### config.mk
export PLATFORM = sky130hd
export DESIGN_NAME = tdc_measure_ctrl
export DESIGN_NICKNAME = d
export VERILOG_FILES = /design/src/rtl/tdc_measure_ctrl.sv
export SDC_FILE = /design/constraint.sdc
export NUM_CORES = 1
export LEC_CHECK = 0
export ABC_AREA = 0
export CORE_MARGIN = 5
export CORE_UTILIZATION = 52
export DETAILED_ROUTE_END_ITERATION = 12
export PLACE_DENSITY = 0.85
export SLEW_MARGIN = 25
export SYNTH_ARGS = -nofsm -noshare
export SYNTH_HDL_FRONTEND = slang
export SYNTH_SLANG_ARGS = --single-unit
### constraint.sdc
create_clock -name clk -period 4 [get_ports clk]
set_input_delay 0.8 -clock clk [delete_from_list [all_inputs] [get_ports clk]]
set_output_delay 0.8 -clock clk [all_outputs]
set_load 0.01 [all_outputs]
### src/rtl/tdc_measure_ctrl.sv
// tdc_measure_ctrl: sequences one ring-oscillator TDC measurement and presents fine/coarse results on valid/ready
module tdc_measure_ctrl #(
    parameter int BIT_COUNT      = 32,
    parameter int COARSE_W       = 16,
    parameter int CLEAR_CYCLES   = 4,
    parameter int SETTLE_CYCLES  = 4,
    parameter int TIMEOUT_CYCLES = 1024
) (
    input  logic                 clk,
    input  logic                 reset_n,
    input  logic                 cmd_start,
    input  logic                 stop_evt,
    input  logic                 abort,
    output logic                 osc_enable,
    output logic                 osc_reset,
    input  logic [BIT_COUNT-1:0] osc_count,
    input  logic                 osc_has_value,
    output logic [BIT_COUNT-1:0] result_fine,
    output logic [COARSE_W-1:0]  result_coarse,
    output logic [1:0]           result_status,
    output logic                 result_valid,
    input  logic                 result_ready,
    output logic                 busy
);
    localparam int TMAX = (CLEAR_CYCLES > SETTLE_CYCLES)
        ? ((CLEAR_CYCLES > TIMEOUT_CYCLES) ? CLEAR_CYCLES : TIMEOUT_CYCLES)
        : ((SETTLE_CYCLES > TIMEOUT_CYCLES) ? SETTLE_CYCLES : TIMEOUT_CYCLES);
    localparam int TW = $clog2(TMAX) + 1;

    typedef enum logic [2:0] {IDLE, CLEAR, RUN, DRAIN, SETTLE, OUTPUT} state_t;

    state_t        state, state_n;
    logic [TW-1:0] timer;
    logic          hv_meta, hv_s;

    always_comb begin
        state_n = state;
        case (state)
            IDLE:    state_n = cmd_start ? CLEAR : IDLE;
            CLEAR:   state_n = (timer == TW'(CLEAR_CYCLES - 1)) ? RUN : CLEAR;
            RUN:     state_n = (stop_evt || timer == TW'(TIMEOUT_CYCLES - 1)) ? DRAIN : RUN;
            DRAIN:   state_n = hv_s ? SETTLE : (timer == TW'(TIMEOUT_CYCLES - 1)) ? OUTPUT : DRAIN;
            SETTLE:  state_n = (timer == TW'(SETTLE_CYCLES - 1)) ? OUTPUT : SETTLE;
            OUTPUT:  state_n = result_ready ? IDLE : OUTPUT;
            default: state_n = IDLE;
        endcase
        if (abort) state_n = IDLE;
    end

    always_ff @(posedge clk or negedge reset_n) begin
        if (!reset_n) begin
            state         <= IDLE;
            timer         <= '0;
            hv_meta       <= 1'b0;
            hv_s          <= 1'b0;
            osc_enable    <= 1'b0;
            osc_reset     <= 1'b1;
            result_fine   <= '0;
            result_coarse <= '0;
            result_status <= 2'b00;
            result_valid  <= 1'b0;
            busy          <= 1'b0;
        end else begin
            state        <= state_n;
            timer        <= (state_n != state || state == IDLE) ? '0 : timer + TW'(1);
            hv_meta      <= osc_has_value;
            hv_s         <= hv_meta;
            osc_enable   <= state_n == RUN;
            osc_reset    <= state_n == IDLE || state_n == CLEAR;
            result_valid <= state_n == OUTPUT;
            busy         <= state_n != IDLE;
            if (state == IDLE && state_n == CLEAR) begin
                result_fine   <= '0;
                result_coarse <= '0;
                result_status <= 2'b00;
            end
            if (state == RUN) begin
                result_coarse <= result_coarse + COARSE_W'(!(&result_coarse));
                if (!stop_evt && state_n == DRAIN) result_status <= 2'b01;
            end
            if (state == DRAIN && state_n == OUTPUT) result_status <= 2'b10;
            if (state == SETTLE && state_n == OUTPUT) result_fine <= osc_count;
        end
    end
endmodule

# Word-level counts from Yosys, hierarchy flattened
# Index checks and enable logic that the tools add are counted.
# Widths: inputs -> output; s select.
word_totals:
  inputBits: 39
  out_inout_bits: 54
  regBits: 70
  wordCells: 58
op_classes:
  n_reduce_logical: 15
  muxes: 18
  n_eq_ne: 12
  addsub: 2
op_table:
  columns: ["operator", "n"]
  rows:
  - ["$mux 32", 2]
  - ["$mux 16", 2]
  - ["$pmux 3 s6", 1]
  - ["$add 16x1->16", 1]
  - ["$reduce_and 16->1", 1]
  - ["$eq 3x2->1 const B", 4]
  - ["$mux 3", 4]
  - ["$add 11x1->11 const B", 1]
  - ["$eq 11x10->1 const B", 1]
  - ["$eq 11x2->1 const B", 1]
  - ["$mux 11", 1]
  - ["$mux 2", 5]
  - ["$eq 3x3->1 const B", 3]
  - ["$eq 3x1->1 const B", 2]
  - ["$logic_not 3->1", 2]
  - ["$logic_and 1x1->1", 4]
  - ["$reduce_bool 2->1", 2]
  - ["$logic_or 1x1->1", 3]
  - ["$mux 1", 3]
  - ["$ne 3x3->1", 1]
  - ["$reduce_bool 3->1", 1]
  - ["$logic_not 1->1", 2]

# Longest topological paths before layout
# Gate-level depths: netlist of run 1.
logic_depth:
  depth_word: 11
  ltp_mapped: 10
  mapped_depth_nobuf: 10

# Worst setup path before layout of run 1
# Ideal clock, no wire load.
synth_path:
  path_type: "reg-to-reg"
  startpoint: "register result_coarse[7]"
  endpoint: "register result_coarse[10]"
  setup_slack_ns: 1.765
  synth_period_minus_slack_ns: 2.235
  required_time_ns: 3.870
  t_arrival_ns: 2.104
  path_stages_with_launch: 11
  path_cell_list: "dfrtp_1 -> and4_1 -> and3_1 -> nand4_1 -> ha_1 -> ha_1 -> nand3_1 -> nor3_1 -> nand4_1 -> o211ai_1 -> o21ai_0"
synth_between:
  elab_chain_cells: 4
synth_lines:
  columns: ["element", "line", "source"]
  rows:
  - ["from (decl)", "19", "output logic [COARSE_W-1:0] result_coarse,"]
  - ["from (signal assigned)", "78", "result_coarse <= result_coarse + COARSE_W'(!(&result_coarse));"]
  - ["$reduce_and 16->1", "78", null]
  - ["$logic_not 1->1", "78", null]
  - ["$add 16x1->16 (*)", "78", null]
  - ["$mux 16 (*)", "77", "if (state == RUN) begin"]
# Mark *: on every way between the ends. The rest lies on a longest branch, timed or not.
# A chain may end at the register's enable or synchronous reset.

# Worst setup path after layout of run 1
layout_path:
  startpoint: "register state[1]"
  endpoint: "register result_fine[18]"
layout_between:
  elab_chain_cells: 6
layout_lines:
  columns: ["element", "line", "source"]
  rows:
  - ["from (decl)", "32", "state_t state, state_n;"]
  - ["from (signal assigned)", "64", "state <= state_n;"]
  - ["$eq 3x3->1 (tied with other cells)", "38", "case (state)"]
  - ["$pmux 3 s6", "38", null]
  - ["$mux 3", "47", "if (abort) state_n = IDLE;"]
  - ["$eq 3x3->1 / $eq 3x1->1 (equally long branches)", "82, 72", null]
  - ["$logic_and 1x1->1 (on tied branches)", "82, 72", null]
  - ["$mux 32 / $reduce_bool 2->1 (equally long branches)", null, null]
  - ["to (signal assigned)", "82", "if (state == SETTLE && state_n == OUTPUT) result_fine <= osc_count;"]
  - ["to (decl)", "18", "output logic [BIT_COUNT-1:0] result_fine,"]
# Parallel ways exist; a longest one is shown, timed or not.

==> results of run 1 <==
## logic make-up (layout without fill, tap and decap cells)
logic type | Yosys count | after routing
mux | 36 | 36
fa+ha+maj | 3 | 3
buf+inv | 59 | 151
compound gates | 50 | 50
xor+xnor | 10 | 10
flops | 70 | 70
simple gates | 124 | 124
## area by class of cell
type                       instances  area share
sequential                        70       0.375
multi-input combinational        223       0.327
timing repair buffer              94       0.199
inverter                          41      0.0329
clock buffer                      11      0.0324
tap                               80      0.0214
clock inverter                     5      0.0120
## stage by stage
step / area [sq um] / setup WS (ns) / hold WS, ns
finish: 4670 / 0.962 / 0.355
global route: 4670 / 0.646 / 0.360
CTS: 4670 / 0.967 / 0.353
detailed placement: 4470 / 0.712 / 0.339
global placement: 4460 / 0.796 / 0.335
floorplan: 3510 / 1.77 / 0.331
## worst max-delay path by stage
stage | depth (start not counted) | start | to
floorplan | 10 | result_coarse[7]$_DFFE_PN0P_ | result_coarse[10]$_DFFE_PN0P_
global placement | 6 | cmd_start | result_fine[22]$_DFFE_PN0P_
detailed placement | 6 | result_ready | result_fine[18]$_DFFE_PN0P_
CTS | 5 | state[1]$_DFF_PN0_ | result_fine[18]$_DFFE_PN0P_
global route | 5 | state[1]$_DFF_PN0_ | result_fine[11]$_DFFE_PN0P_
finish | 5 | state[1]$_DFF_PN0_ | result_fine[18]$_DFFE_PN0P_
## power groups by stage
stage	Clock, mW	Combinational, mW	Sequential, mW
floorplan	0	0.124	0.797
global placement	0	0.249	0.792
detailed placement	0	0.259	0.795
CTS	0.606	0.261	0.781
global route	0.631	0.285	0.789
finish	0.595	0.260	0.783
## state kept, by name, indices dropped and copies added (netlist names)
| signal | cells |
|---|---|
| state | 3 |
| hv_s | 1 |
| hv_meta | 1 |
| osc_reset | 1 |
| busy | 1 |
| osc_enable | 1 |
| timer | 11 |
| result_status | 2 |
| result_fine | 32 |
| result_coarse | 16 |
| result_valid | 1 |
## placed cells by master (no fill, tap or decap), types with 2 or more instances in the layout
master           netlist  final
and2_1                 4      4
o311ai_0               2      2
nand4_1                8      8
nand3_1                9      9
o211ai_1               7      7
clkinv_2               0      2
ha_1                   3      3
nor3b_1                3      3
o21ai_0               15     15
buf_4                  0      2
and4_1                 4      4
nand3_2                2      2
nor3_1                 4      4
or2_2                  3      3
clkdlybuf4s50_1        0     91
nand2_1               44     44
a211oi_1               4      3
o31ai_1                2      2
nor4_1                11     11
a22oi_1                5      5
nand2b_1               3      3
a21o_1                 3      3
dfrtp_1               69     69
nor2_1                16     16
xnor2_1                4      4
clkbuf_8               0     11
and3_1                 3      3
a21oi_1                4      4
mux2i_1               34     34
inv_1                 41     41
xor2_1                 6      6
## routing by layer
metal  up-vias  track usage  share of wire
met5         -            0              0
met4         0       0.0928          0.019
met3        14       0.0714          0.097
met2       119        0.332           0.47
met1      1422        0.261           0.41
li1       1391            -              -
==> out/qor.yml, run 1 <==
synthesis:
  synth_top_area_cell: "dfrtp_1"
  synth_common_cells: "dfrtp_1 (69), nand2_1 (44), inv_1 (41)"
  async_flop_share: 1.00
  synth_edf_count: 0
  ys.warnings.count: 0
  synth.avg_cell_area_sq_um: 9.97
  synth_cell_types: 51
  yosysMostFrequentCell: "dfrtp_1"
  yosys-top-cells-area: "dfrtp_1 (49%), mux2i_1 (9.7%), nand2_1 (4.7%)"
  synthCells: 352
  ys_seq_area_frac: 0.499
  synthFlopType: "dfrtp_1"
  synthAdderAreaFrac: 0.0107
  synth-simple-area-share: 0.196
  syn_nets: 394
  synth-compound-area-share: 0.0980
  muxShareOfSynthArea: 0.104
  synthXorXnorAreaFrac: 0.0250
  netlist.area_leader.share: 0.492
  ys_ff_latch: 70
  synth_area_sq_um: 3510
  synth_top_family_by_area: "simple AND/OR/NAND/NOR gates"
timing:
  rsz0062_at_grt: "false"
  tightest_slew_ns: 1.04
  fin_crit_sh: 0.759
  finClkSkew_ns: 0.00802
  final_max_slew_viol_count: 0
  finalCriticalPeriod_ns: 3.04
  fmax_ghz: 0.329
  hold_viol: 0
  relSlewSlack: 0.306
  setup_viol: 0
  tns_ns: 0
power_and_ir_drop:
  clockPowerShare: 0.363
  p_sw_mw: 0.445
  max-vdd-ir-drop_uv: 214
  p_leak_nw: 2.04
  report.power.total_mw: 1.64
  pwr-share-seq: 0.478
  switching_share: 0.272
  pwr_density_cell_nw_per_um2: 350
  p_int_mw: 1.19
  p_comb_frac: 0.159
flow_run:
  maxCapViolCount: 0
cts:
  cts_tree: "yes"
  cts_sinks: 70
  htreeDepth: 3
  cts_resized: 0
  cts_root_buf: "clkbuf_8"
  cts_made_buffers: 9
  postCtsSetupBuffers: 0
  clk_path_buf_depth: 2
  hold_buffers: 0
  clkTransAtPathRegs_ns: 0.07
  clk_latency_ns: 0.35
routing:
  wl_mm: 8.38
  drc_errors: 0
  drtIter0Drc: 236
  ant_nets: 0
  dr.pass1.iters: 4
  avgViaCountPerCell: 5.62
  wire_per_inst_um: 16.0
  vias: 2946
cells_and_area:
  multiInputGateArea_sq_um: 1530
  syn_to_final_growth_pct: 33.2
  fin_util: 0.700
  nFillCells: 515
  final_nets: 481
  num_antenna_cells: 0
  seq_area_sq_um: 1750
  drive_above_1_share: 0.0766
  final_cells: 524
global_route:
  grt_overflow: 0
  grt_usage: 0.210
  grt_pass1_vias: 3027
  grt_max_degree: 38
  antenna_found_initial: 0
  grt_pass1_wl_mm: 14.2
place:
  dp_hpwl_mm: 6.02
  routabilityCongestion: 0.892
  io_buffers: 92
  dp_cells: 508
worst_hold_path:
  min_from: "hv_meta$_DFF_PN0_"
  hp-class: "flop to flop"
  hold_depth: 0
  min_to: "hv_s$_DFF_PN0_"
floorplan:
  die_w_um: 92.2
  chipHeight_um: 92.2
  io_pins: 93
  start_util: 0.525
  std_cell_rows: 30
  core_area_sq_um: 6680
  die-area_sq_um: 8490
setup_path:
  cp.arrival_ns: 3.28
  cp_max_fo: 32
  path_cells: "nor4bb_1 > a211oi_1 > mux2i_1 > nand3_2 > mux2i_1"
  worstSetupPathType: "flop to flop"
  r2r_cells: 5
  slowest_stage: "nand3_2"
  critPathTopFamily: "simple AND/OR/NAND/NOR gates"
  crit_path_max_incr_delay_ns: 0.85
  r2r-end: "result_fine[18]$_DFFE_PN0P_"
  end_kind: "flop"
  rrSetupSlack_ns: 0.96
  critPathBufInv: 0
  required_ns: 4.24
  startpoint_type: "flop"
  rr_startpoint: "state[1]$_DFF_PN0_"
  cpMostUsedCell: "mux2i_1"
run_status:
  outcome: "complete, no violations"
(Power assumes the default switching activity.)
==> run 2, diff against run 1 <==
--- a/config.mk
+++ b/config.mk
@@ -7,9 +7,9 @@
 export LEC_CHECK = 0
 export ABC_AREA = 0
 export CORE_MARGIN = 5
-export CORE_UTILIZATION = 52
+export CORE_UTILIZATION = 49
 export DETAILED_ROUTE_END_ITERATION = 12
-export PLACE_DENSITY = 0.85
+export PLACE_DENSITY = 0.81
 export SLEW_MARGIN = 25
 export SYNTH_ARGS = -nofsm -noshare
 export SYNTH_HDL_FRONTEND = slang
==> constraint.sdc (replaced) <==
create_clock -name clk -period 2.85 [get_ports clk]
set_input_delay 0.57 -clock clk [delete_from_list [all_inputs] [get_ports clk]]
set_output_delay 0.57 -clock clk [all_outputs]
set_load 0.01 [all_outputs]
==> run 2 against run 1 <==
  * Sequential power is 40% higher
  * Sequential cell count is the same
  * Cell area rose by 1.6%
  * Clock power up 33%
  * Sequential share of layout area is 0.57 points lower
  * Clock skew increased by 0.00078 ns
  * Setup slack lost 0.62 ns
  * Die area rose by 5.4%
  * Cell count up 4.0%
  * Global-route usage decreased by 1.7 points
  * Wire length down 0.70%
  * Critical path depth rose by 5
==> out/qor.yml, run 2 (synthesis gave the netlist of run 1 again) <==
floorplan:
  start_util: 0.511  # -0.0144
  chipHeight_um: 94.6  # +2.7%
  die-area_sq_um: 8950  # +5.4%
  core_area_sq_um: 6870  # +2.8%
  std_cell_rows: 30  # unchanged
  die_w_um: 94.6  # +2.7%
  io_pins: 93  # unchanged
cts:
  htreeDepth: 3  # unchanged
  hold_buffers: 0  # unchanged
  cts_root_buf: "clkbuf_8"
  clk_latency_ns: 0.34  # about the same
  postCtsSetupBuffers: 0  # unchanged
  cts_sinks: 70  # unchanged
  clkTransAtPathRegs_ns: 0.07  # about the same
  cts_resized: 0  # unchanged
  cts_tree: "yes"
  cts_made_buffers: 9  # unchanged
  clk_path_buf_depth: 2  # unchanged
run_status:
  outcome: "complete, no violations"
cells_and_area:
  syn_to_final_growth_pct: 35.3
  layout_commonest_cell: "clkdlybuf4s50_1"
  final_nets: 486  # +1.0%
  fin_util: 0.691  # -0.00855
  drive_above_1_share: 0.0846  # +0.00806
  final_cell_mix: "clkdlybuf4s50_1 (91), dfrtp_1 (69), nand2_1 (44)"
  largest_reg_flops: 32  # unchanged
  largestRegisters: "result_fine x32, result_coarse x16, timer x11"
  nFillCells: 529  # +2.7%
  regMostFlops: "result_fine"
  num_antenna_cells: 0  # unchanged
routing:
  vias: 2922  # -0.81%
  drtIter0Drc: 205  # -13%
  drc_errors: 0  # unchanged
  avgViaCountPerCell: 5.36  # -4.6%
  ant_nets: 0  # unchanged
  wl_mm: 8.32  # -0.70%
  dr.pass1.iters: 5  # +1
  wire_per_inst_um: 15.3  # -4.5%
timing:
  hold_viol: 0  # unchanged
  relSlewSlack: 0.489  # +0.183
  fin_crit_sh: 0.879  # +0.120
  finClkSkew_ns: 0.00880  # +0.000780 ns
  rsz0062_at_grt: "false"
  setup_viol: 0  # unchanged
  fmax_ghz: 0.399  # +21%
  finalCriticalPeriod_ns: 2.51  # -0.533 ns
  tns_ns: 0  # unchanged
  final_max_slew_viol_count: 0  # unchanged
  tightest_slew_ns: 0.764  # -0.275 ns
place:
  dp_hpwl_mm: 6.09  # +1.1%
  io_buffers: 92  # unchanged
  routabilityCongestion: 0.835  # -6.4%
global_route:
  antenna_found_initial: 0  # unchanged
  grt_pass1_wl_mm: 13.5  # -4.8%
  grt_max_degree: 43  # +13%
  grt_usage: 0.193  # -0.0173
  grt_pass1_vias: 2833  # -6.4%
  grt_overflow: 0  # unchanged
power_and_ir_drop:
  p_sw_mw: 0.603  # +36%
  clockPowerShare: 0.349  # -0.014
  pwr_density_cell_nw_per_um2: 476  # +36%
  p_int_mw: 1.66  # +39%
  p_leak_nw: 2.06  # +1.3%
  max-vdd-ir-drop_uv: 314  # +47%
  switching_share: 0.267  # -0.00460
  p_comb_frac: 0.165  # +0.006
  pwr-share-seq: 0.486  # +0.008
setup_path:
  required_ns: 3.06  # -1.18 ns
  end_kind: "flop"
  cp.arrival_ns: 2.71  # -0.57 ns
  worstSetupPathType: "flop to flop"
  cp_max_fo: 6  # -81%
  startpoint_type: "flop"
flow_run:
  maxCapViolCount: 0  # unchanged
worst_hold_path:
  hp-class: "input pin to asynchronous set/reset pin"
[run 2: area by class of cell]
cell class | count | area (sq um) | share of cell area
clock buffer | 12 | 145 | 0.0306
clock inverter | 4 | 47.5 | 0.0100
inverter | 41 | 154 | 0.0324
multi-input combinational | 223 | 1530 | 0.323
sequential | 70 | 1750 | 0.369
tap | 96 | 120 | 0.0253
timing repair buffer | 99 | 993 | 0.209
[run 2: power by group through the flow]
stage | sequential, mW | clock (mW) | combinational [mW]
global placement | 1.11 | 0 | 0.362
finish | 1.10 | 0.789 | 0.373
global route | 1.11 | 0.850 | 0.408
floorplan | 1.12 | 0 | 0.174
CTS | 1.10 | 0.805 | 0.377
detailed placement | 1.12 | 0 | 0.372
[run 2: path summary, 6_finish.rpt]
path,from,end,slack [ns],cells past startpoint
max,result_coarse[7]$_DFFE_PN0P_,result_coarse[14]$_DFFE_PN0P_,0.34,10
min,reset_n,result_coarse[6]$_DFFE_PN0P_,0.26,1
max reg2reg,result_coarse[7]$_DFFE_PN0P_,result_coarse[14]$_DFFE_PN0P_,0.34,10
min reg2reg,hv_meta$_DFF_PN0_,hv_s$_DFF_PN0_,0.35,0
max in group asynchronous,reset_n,state[2]$_DFF_PN0_,1.93,2
min in group clk,hv_meta$_DFF_PN0_,hv_s$_DFF_PN0_,0.35,0
[run 2: layer usage]
layer  global-route usage  part of all wire
met5                    0                 0
met4               0.0697             0.014
met3               0.0869              0.11
met2                0.297              0.47
met1                0.239              0.41
[run 2: metrics by stage]
step	instances	hold slack, ns	instance area [sq um]	power, mW	setup WS [ns]
finish	545	0.259	4750	2.26	0.345
global route	545	0.325	4750	2.36	0.0685
CTS	545	0.281	4740	2.28	0.174
detailed placement	529	0.342	4550	1.49	0.195
global placement	529	0.333	4540	1.47	-0.0724
floorplan	352	0.274	3510	1.29	0.615
[run 2: critical path: stages, from the launching register on]
cell and delay, ns:
dfrtp_1 0.44, and4_1 0.25, and3_1 0.23, nand4_1 0.11
ha_1 0.20, ha_1 0.22, nand3_1 0.20, nor3_2 0.31
nand3_1 0.16, o211ai_1 0.13, o21ai_0 0.13
==> run 3, diff against run 2 <==
--- a/config.mk
+++ b/config.mk
@@ -6,8 +6,10 @@
 export NUM_CORES = 1
 export LEC_CHECK = 0
 export ABC_AREA = 0
+export CAP_MARGIN = 20
 export CORE_MARGIN = 5
 export CORE_UTILIZATION = 49
+export CTS_CLUSTER_DIAMETER = 30
 export DETAILED_ROUTE_END_ITERATION = 12
 export PLACE_DENSITY = 0.81
 export SLEW_MARGIN = 25
==> results of run 3 <==
Same layout as run 2: the final DEF is identical, and so are final timing and power.
